$ cat src/rtl/spi_pkg.sv
// Shared types and constants for the SPI flash read command sequencer.
package spi_pkg;

    typedef enum logic [2:0] {
        ST_IDLE  = 3'd0,
        ST_CMD   = 3'd1,
        ST_ADDR  = 3'd2,
        ST_DATA  = 3'd3,
        ST_DRAIN = 3'd4,
        ST_HOLD  = 3'd5
    } state_e;

    localparam logic [7:0] CMD_READ_DEF = 8'h03;

    // Opcode plus three address bytes precede the first data byte.
    localparam int unsigned HDR_LEN = 4;

endpackage

$ cat src/rtl/spi_flash_rd_seq.sv
// Serial NOR read sequencer: turns one (addr, len) request into a single
// chip-select window of opcode, address and dummy bytes on the SPI byte engine.
module spi_flash_rd_seq
    import spi_pkg::*;
#(
    parameter int unsigned LEN_W    = 8,
    parameter logic [7:0]  CMD_READ = CMD_READ_DEF,
    parameter int unsigned CS_HOLD  = 2
) (
    input  logic             hclk,
    input  logic             hreset,
    input  logic             req_i,
    input  logic [23:0]      req_addr_i,
    input  logic [LEN_W-1:0] req_len_i,
    output logic             req_ready_o,
    input  logic             abort_i,
    output logic [7:0]       rdata_o,
    output logic             rvalid_o,
    output logic             done_o,
    output logic             aborted_o,
    output logic             busy_o,
    output logic             tx_valid_o,
    output logic [7:0]       tx_data_o,
    input  logic             tx_ready_i,
    input  logic             rx_valid_i,
    input  logic [7:0]       rx_data_i,
    output logic             nss_o
);

    localparam int unsigned CNT_W  = LEN_W + 3;
    localparam int unsigned HOLD_W = (CS_HOLD > 1) ? $clog2(CS_HOLD) : 1;
    localparam logic [HOLD_W-1:0] HOLD_LAST = HOLD_W'(CS_HOLD - 1);
    localparam logic [CNT_W-1:0]  HDR_CNT   = CNT_W'(HDR_LEN);

    state_e            state_q, state_d;
    logic [23:0]       addr_q, addr_d;
    logic [LEN_W-1:0]  len_q, len_d;
    logic [CNT_W-1:0]  tx_cnt_q, tx_cnt_d;
    logic [CNT_W-1:0]  rx_cnt_q, rx_cnt_d;
    logic [HOLD_W-1:0] hold_cnt_q, hold_cnt_d;
    logic              abort_q, abort_d;
    logic              tx_valid_q, tx_valid_d;
    logic [7:0]        tx_data_q, tx_data_d;
    logic              nss_q, nss_d;
    logic              rvalid_q, rvalid_d;
    logic [7:0]        rdata_q, rdata_d;
    logic              done_q, done_d;
    logic              aborted_q, aborted_d;

    logic              active;
    logic              tx_hs;
    logic [CNT_W-1:0]  total;
    logic [CNT_W-1:0]  tx_cnt_inc;

    assign active     = (state_q == ST_CMD) || (state_q == ST_ADDR) ||
                        (state_q == ST_DATA) || (state_q == ST_DRAIN);
    assign tx_hs      = tx_valid_q && tx_ready_i;
    assign total      = CNT_W'(len_q) + CNT_W'(HDR_LEN + 1);
    assign tx_cnt_inc = tx_cnt_q + CNT_W'(1);

    // Next-state and next-output logic.
    always_comb begin
        state_d    = state_q;
        addr_d     = addr_q;
        len_d      = len_q;
        tx_cnt_d   = tx_cnt_q;
        rx_cnt_d   = rx_cnt_q;
        hold_cnt_d = hold_cnt_q;
        abort_d    = abort_q;
        tx_valid_d = tx_valid_q;
        tx_data_d  = tx_data_q;
        nss_d      = nss_q;
        rvalid_d   = 1'b0;
        rdata_d    = rdata_q;
        done_d     = 1'b0;
        aborted_d  = 1'b0;

        unique case (state_q)
            ST_IDLE: begin
                if (req_i) begin
                    addr_d     = req_addr_i;
                    len_d      = req_len_i;
                    tx_cnt_d   = '0;
                    rx_cnt_d   = '0;
                    abort_d    = 1'b0;
                    tx_valid_d = 1'b1;
                    tx_data_d  = CMD_READ;
                    nss_d      = 1'b0;
                    state_d    = ST_CMD;
                end
            end
            ST_CMD, ST_ADDR, ST_DATA: begin
                if (tx_hs) begin
                    // Drop valid for one cycle after each accepted byte.
                    tx_valid_d = 1'b0;
                    tx_cnt_d   = tx_cnt_inc;
                    if (state_q == ST_CMD) begin
                        state_d = ST_ADDR;
                    end else if (state_q == ST_ADDR) begin
                        addr_d = {addr_q[15:0], 8'h00};
                        if (tx_cnt_inc == HDR_CNT) begin
                            state_d = ST_DATA;
                        end
                    end else if (tx_cnt_inc == total) begin
                        state_d = ST_DRAIN;
                    end
                end else if (!tx_valid_q) begin
                    tx_valid_d = 1'b1;
                    tx_data_d  = (state_q == ST_ADDR) ? addr_q[23:16] : 8'h00;
                end
            end
            ST_DRAIN: begin
                tx_valid_d = 1'b0;
            end
            ST_HOLD: begin
                hold_cnt_d = hold_cnt_q + HOLD_W'(1);
                if (hold_cnt_q == HOLD_LAST) begin
                    hold_cnt_d = '0;
                    state_d    = ST_IDLE;
                end else if ((hold_cnt_q + HOLD_W'(1)) == HOLD_LAST) begin
                    done_d    = 1'b1;
                    aborted_d = abort_q;
                end
            end
            default: begin
                state_d = ST_IDLE;
            end
        endcase

        // Receive path: header echoes are counted but not forwarded.
        if (active) begin
            if (rx_valid_i) begin
                rx_cnt_d = rx_cnt_q + CNT_W'(1);
                if (rx_cnt_q >= HDR_CNT) begin
                    rvalid_d = 1'b1;
                    rdata_d  = rx_data_i;
                end
            end
            if (abort_i || ((tx_cnt_d == total) && (rx_cnt_d == total))) begin
                state_d    = ST_HOLD;
                tx_valid_d = 1'b0;
                nss_d      = 1'b1;
                hold_cnt_d = '0;
                abort_d    = abort_i;
                if (HOLD_LAST == '0) begin
                    done_d    = 1'b1;
                    aborted_d = abort_i;
                end
            end
        end
    end

    // State and output registers.
    always_ff @(posedge hclk) begin
        if (hreset) begin
            state_q    <= ST_IDLE;
            addr_q     <= '0;
            len_q      <= '0;
            tx_cnt_q   <= '0;
            rx_cnt_q   <= '0;
            hold_cnt_q <= '0;
            abort_q    <= 1'b0;
            tx_valid_q <= 1'b0;
            tx_data_q  <= 8'h00;
            nss_q      <= 1'b1;
            rvalid_q   <= 1'b0;
            rdata_q    <= 8'h00;
            done_q     <= 1'b0;
            aborted_q  <= 1'b0;
        end else begin
            state_q    <= state_d;
            addr_q     <= addr_d;
            len_q      <= len_d;
            tx_cnt_q   <= tx_cnt_d;
            rx_cnt_q   <= rx_cnt_d;
            hold_cnt_q <= hold_cnt_d;
            abort_q    <= abort_d;
            tx_valid_q <= tx_valid_d;
            tx_data_q  <= tx_data_d;
            nss_q      <= nss_d;
            rvalid_q   <= rvalid_d;
            rdata_q    <= rdata_d;
            done_q     <= done_d;
            aborted_q  <= aborted_d;
        end
    end

    assign req_ready_o = (state_q == ST_IDLE);
    assign busy_o      = (state_q != ST_IDLE);
    assign tx_valid_o  = tx_valid_q;
    assign tx_data_o   = tx_data_q;
    assign nss_o       = nss_q;
    assign rvalid_o    = rvalid_q;
    assign rdata_o     = rdata_q;
    assign done_o      = done_q;
    assign aborted_o   = aborted_q;

endmodule

$ cat config.mk
export PLATFORM = sky130hd
export DESIGN_NAME = spi_flash_rd_seq
export DESIGN_NICKNAME = d
export VERILOG_FILES = /design/src/rtl/spi_pkg.sv /design/src/rtl/spi_flash_rd_seq.sv
export SDC_FILE = /design/constraint.sdc
export NUM_CORES = 1
export LEC_CHECK = 0
export CAP_MARGIN = 10
export CORE_ASPECT_RATIO = 0.8
export CORE_MARGIN = 2
export CORE_UTILIZATION = 55
export DETAILED_ROUTE_END_ITERATION = 10
export GPL_ROUTABILITY_DRIVEN = 0
export GPL_TIMING_DRIVEN = 0
export PLACE_DENSITY = 0.81
export SYNTH_ARGS = -nofsm -noshare
export SYNTH_HDL_FRONTEND = slang
export SYNTH_SLANG_ARGS = --single-unit
$ cat constraint.sdc
create_clock -name hclk -period 2.9 [get_ports hclk]
set_clock_uncertainty 0.05 [all_clocks]
set_input_delay 0.435 -clock hclk [delete_from_list [all_inputs] [get_ports hclk]]
set_output_delay 0.435 -clock hclk [all_outputs]
set_load 0.005 [all_outputs]
==> results.yml, run 1 <==
outcome:
  status: "complete, no violations"
logic_synthesis:
  ys.flop_type: "dfxtp_1"
  synthesis.nets: 658
  ys_seq_area_frac: 0.337
  syn-cell-area_sq_um: 4750
  synth.most_common_cell: "dfxtp_1"
  yosysUniqueCellTypes: 66
  synth_edf_count: 0
  syn_inst: 607
  yosys.area.top_type: "dfxtp_1"
  synth_area_per_cell_sq_um: 7.82
  synth_area_leaders: "dfxtp_1 (34%), mux2i_1 (6.5%), a21oi_1 (5.4%), nand2_1 (5.1%), nor2_1 (4.8%)"
  async_flop_share: 0
  ys_seq_elements: 80
  yosys_warnings: 0
  synth.top_cells.by_count: "dfxtp_1 (80), nand2_1 (64), nor2_1 (61)"
  synth_top_area_share: 0.337
timing:
  finalHoldViolCount: 0
  slew_headroom: 0.444
  tightest_slew_ns: 0.827
  whs_ns: 0.404
  setup_viol: 0
  timing.final.crit_period_ns: 2.90
  fin_crit_sh: 0.999
  setup_tns_ns: 0
  clock.fmax_mhz: 345
  fin_ws_ns: 0.00355
  drv_slew: 0
floorplan:
  die-area_sq_um: 9390
  die_x_um: 108
  coreArea_sq_um: 8450
  fp-row-count: 30
  ios: 69
  die_y_um: 87.1
  initial_core_util: 0.562
power_and_ir_drop:
  peakVddDrop_uv: 359
  p_int_uw: 1970
  power_density_nw_per_um2: 496
  p_sw_frac: 0.324
  seqPwrFrac: 0.423
  p_comb_frac: 0.245
  switching_power_uw: 942
  pwr-share-clk: 0.332
  leakage_uw: 0.00205
global_routing:
  grt_antenna_before_repair: 0
  grt_max_degree: 17
  grt_pass1_vias: 4694
  grt_pass1_wl_mm: 23.2
  overflow: 0
  grt_usage: 0.313
worst_setup_path:
  critPathCaptureType: "flop"
  critPathKind: "in -> reg"
  critPathArrivalTime_ns: 3.10
  cp-start-kind: "input pin"
  crit_fanout: 5
  worstPathRequired_ns: 3.10
route:
  num_vias: 5093
  wl_per_cell_um: 18.2
  dr.pass1.iters: 6
  finalWirelength_mm: 14.6
  routed_via_density: 6.36
  ant_nets: 0
  remaining_drc_errors: 0
  drt_iter0_drc: 582
clock_tree:
  clkTransAtPathRegs_ns: 0.09
  h-tree-depth: 3
  tritoncts: "done"
  clkLatencyLatePin_ns: 0.36
  cts-hold-fix-buffers: 0
  clock-sinks: 80
  cts_buffers: 9
  cts.root.buffer_cell: "clkbuf_8"
  cts_buffer_depth: 2
finish:
  fin_nets: 735
  area_delta_synth_final_pct: 23.7
  num_antenna_cells: 0
  post-route-util: 0.695
  drive_gt1_frac: 0.0842
placement:
  io_buffers: 66
  hpwlAfterDp_mm: 10.5
  pre_cts_slack_ns: -0.625
job:
  drv_cap: 0
worst_hold_path:
  hp-class: "reg -> reg"
[metrics by stage]
| stage | total power (uW) | area (sq um) | cells |
|---|---|---|---|
| after floorplan | 1670 | 4750 | 607 |
| after global placement | 1900 | 5550 | 785 |
| after detailed placement | 1920 | 5550 | 785 |
| after CTS | 2880 | 5810 | 801 |
| after global routing | 3030 | 5870 | 801 |
| final | 2910 | 5870 | 801 |
[cells in the final DEF, fill, tap and decap left out, types with 3 or more instances in the layout]
master / count
nand4_1: 10
and3_1: 6
o21ai_1: 6
clkbuf_8: 9
nor4_1: 5
buf_2: 11
buf_1: 10
nor3_1: 17
nand3_1: 36
xnor2_1: 20
ha_1: 4
clkdlybuf4s50_1: 65
a221oi_1: 3
a31oi_1: 8
o21ai_0: 18
dfxtp_1: 79
mux2i_1: 31
clkbuf_1: 24
xor2_1: 3
nor3b_1: 3
inv_1: 14
or3_1: 6
nand2_1: 63
a21oi_1: 51
nand3b_1: 3
a2111oi_0: 8
o211ai_1: 6
or4_1: 3
nand2b_1: 4
and2_1: 3
a211oi_1: 22
nor2b_1: 10
nor2_1: 61
[path summary, 6_finish.rpt]
path                   start         to  slack (ns)  depth (start not counted)
hold / removal       abort_q  aborted_o        0.40                          2
setup / recovery  tx_ready_i      nss_o       0.004                          9
setup reg to reg  state_q[1]      nss_o        0.03                          9
hold reg to reg      abort_q  aborted_o        0.40                          2
[power groups by stage]
stage	logic (uW)	clock network (uW)	registers, uW
after floorplan	432	0	1240
after global routing	765	1020	1240
final	713	966	1230
after global placement	650	0	1250
after CTS	681	974	1230
after detailed placement	669	0	1250
[routing by layer]
metal | track usage | routed length (um) | part of all wire | up-vias
met4 | 0.112 | 384 | 0.026 | 0
met5 | 0 | 0 | 0 | -
li1 | - | - | - | 2336
met3 | 0.0793 | 1700 | 0.12 | 47
met1 | 0.417 | 5890 | 0.40 | 2349
met2 | 0.495 | 6600 | 0.45 | 361
[sequential cells by signal (all words and copies together), names as in the netlist, 3 cells and up]
name / cells
rx_cnt_q: 11
rdata_o: 8
len_q: 8
tx_cnt_q: 11
tx_data_o: 8
addr_q: 24
state_q: 3
[logic make-up (layout without fill, tap and decap cells)]
kind of cell	count (synthesis)	after routing	share of synthesized area
AND/OR/NAND/NOR	246	246	0.258
AO/OA/AOI/OAI	152	152	0.211
flip-flops	80	80	0.337
buffers and inverters	65	147	0.0561
multiplexers	31	31	0.0654
XOR/XNOR	28	28	0.0585
adder cells (fa/ha/maj)	5	5	0.0132
[critical path, cell delays in order]
cell	delay (ns)
clkdlybuf4s50_1	0.57
nand3b_1	0.26
nor3_1	0.29
mux2i_1	0.35
mux2i_1	0.28
nor4_1	0.08
and4b_2	0.27
a31o_2	0.25
a221o_1	0.31
[area by class of cell]
class,count,area (sq um)
Multi-Input combinational cell,462,2960
Timing Repair Buffer,68,678
Fill cell,708,2570
Tap cell,112,140
Buffer,49,211
Clock inverter,7,108
Clock buffer,9,124
Inverter,14,52.6
Sequential cell,80,1600
[what timing repair did]
| item | 4_1_cts | 5_1_grt |
|---|---|---|
| gates cloned | 0 | 0 |
| pin swaps | 2 | 0 |
| setup buffers | 2 | 0 |
| endpoints found under the setup margin | 8 | 17 |
| gates resized for setup | 6 | 14 |
Power figures use the tool's default switching activity.
==> run 2: changes to the inputs <==
--- a/config.mk
+++ b/config.mk
@@ -5,12 +5,12 @@
 export SDC_FILE = /design/constraint.sdc
 export NUM_CORES = 1
 export LEC_CHECK = 0
+export ABC_AREA = 0
 export CAP_MARGIN = 10
 export CORE_ASPECT_RATIO = 0.8
 export CORE_MARGIN = 2
 export CORE_UTILIZATION = 55
 export DETAILED_ROUTE_END_ITERATION = 10
-export GPL_ROUTABILITY_DRIVEN = 0
 export GPL_TIMING_DRIVEN = 0
 export PLACE_DENSITY = 0.81
 export SYNTH_ARGS = -nofsm -noshare
==> results.yml, run 2 (same netlist as run 1, synthesis figures left out) <==
placement:
  gp_congestion: 0.961
  pre_cts_slack_ns: -0.587
  io_buffers: 66
  place_inst: 785
  hpwlAfterDp_mm: 10.5
clock_tree:
  cts.root.buffer_cell: "clkbuf_8"
  clkTransAtPathRegs_ns: 0.08
  clkLatencyLatePin_ns: 0.37
  cts_buffers: 9
  tritoncts: "done"
  clock-sinks: 80
  h-tree-depth: 3
  cts_buffer_depth: 2
  cts-hold-fix-buffers: 0
worst_setup_path:
  critPathKind: "in -> reg"
  cp-start-kind: "input pin"
  critPathArrivalTime_ns: 3.03
  worstPathRequired_ns: 3.11
  critPathCaptureType: "flop"
  crit_fanout: 9
floorplan:
  coreArea_sq_um: 8450
  die-area_sq_um: 9390
  ios: 69
  die_y_um: 87.1
  initial_core_util: 0.562
  fp-row-count: 30
  die_x_um: 108
timing:
  finalHoldViolCount: 0
  clock.fmax_mhz: 355
  fin_crit_sh: 0.972
  setup_viol: 0
  tightest_slew_ns: 0.818
  slew_headroom: 0.450
  rsz0062_at_grt: "no"
  timing.final.crit_period_ns: 2.82
  fin_ws_ns: 0.0803
  drv_slew: 0
power_and_ir_drop:
  power_density_nw_per_um2: 470
  peakVddDrop_uv: 319
  leakage_uw: 0.00203
route:
  remaining_drc_errors: 0
  routed_via_density: 6.18
  ant_nets: 0
  wl_per_cell_um: 18.2
  drt_iter0_drc: 535
  finalWirelength_mm: 14.6
  num_vias: 4959
  dr.pass1.iters: 6
global_routing:
  grt_pass1_wl_mm: 23.2
  grt_usage: 0.319
  overflow: 0
  grt_pass1_vias: 4543
  grt_antenna_before_repair: 0
  grt_max_degree: 14
finish:
  num_antenna_cells: 0
  drive_gt1_frac: 0.0883
  largest-register: "addr_q"
  final_cell_mix: "dfxtp_1 (78), clkdlybuf4s50_1 (65), nand2_1 (63)"
  post-route-util: 0.691
  largest_register_ffs: 24
  fin_nets: 737
  fin_cells: 803
  area_delta_synth_final_pct: 22.9
  mostFrequentLayoutCell: "dfxtp_1"
  top_regs: "addr_q (24), rx_cnt_q (11), tx_cnt_q (11)"
worst_hold_path:
  hp-class: "reg -> reg"
outcome:
  status: "complete, no violations"
job:
  drv_cap: 0
==> run 2: cell types whose count changed in the layout (fill, tap and decap cells not counted), sizes merged <==
cell | previous run | this run
clkbuf | 36 | 41
buf | 24 | 25
inv | 18 | 15
bufinv | 2 | 0
clkinv | 0 | 1
==> run 2: timing repair <==
| action | 4_1_cts | 5_1_grt |
|---|---|---|
| gates resized for setup | 4 | 20 |
| endpoints found under the setup margin | 8 | 18 |
| pin swaps | 2 | 0 |
| buffers inserted | 4 | 0 |
==> run 2: worst paths after layout <==
check | startpoint | to | slack, ns | cells past startpoint
setup reg to reg | state_q[2] | hold_cnt_q | 0.14 | 7
hold / removal | addr_q[4] | addr_q[4] | 0.40 | 2
hold reg to reg | addr_q[4] | addr_q[4] | 0.40 | 2
setup / recovery | tx_ready_i | nss_o | 0.08 | 10
==> run 2: area by class of cell <==
| type | count | area (sq um) |
|---|---|---|
| Clock inverter | 3 | 25.0 |
| Inverter | 14 | 52.6 |
| Fill cell | 716 | 2610 |
| Sequential cell | 80 | 1600 |
| Timing Repair Buffer | 70 | 693 |
| Multi-Input combinational cell | 462 | 2950 |
| Tap cell | 112 | 140 |
| Clock buffer | 13 | 159 |
| Buffer | 49 | 215 |
==> run 2: per-layer routing <==
layer  part of all wire  wire [um]  GRT usage  up-vias
li1                   -          -          -     2353
met1               0.44       6360      0.437     2294
met2               0.44       6430      0.492      282
met3               0.10       1460     0.0733       30
met4              0.024        354      0.119        0
met5                  0          0          0        -
==> run 2: report_power, final <==
group          leakage, uW  total (uW)  switching [uW]  internal, uW
logic              0.00129         710             412           299
registers         0.000652        1230            58.2          1170
clock network    0.0000902         801             437           364
==> run 2: critical path: stages <==
cell and delay, ns:
clkdlybuf4s50_1 0.57, and3b_1 0.19, clkbuf_4 0.21, nand2_2 0.15
or3_1 0.39, o21ai_1 0.15, xnor2_1 0.14, and4b_1 0.25
a31o_2 0.25, a221o_1 0.29
==> run 2: metrics by stage <==
| stage | total power (uW) | area [sq um] | TNS, ns | hold WS [ns] |
|---|---|---|---|---|
| CTS | 2720 | 5770 | 0 | 0.407 |
| global placement | 1900 | 5550 | -4.90 | 0.387 |
| global route | 2860 | 5840 | 0 | 0.419 |
| floorplan | 1670 | 4750 | 0 | 0.372 |
| detailed placement | 1920 | 5550 | -5.69 | 0.396 |
| finish | 2740 | 5840 | 0 | 0.404 |
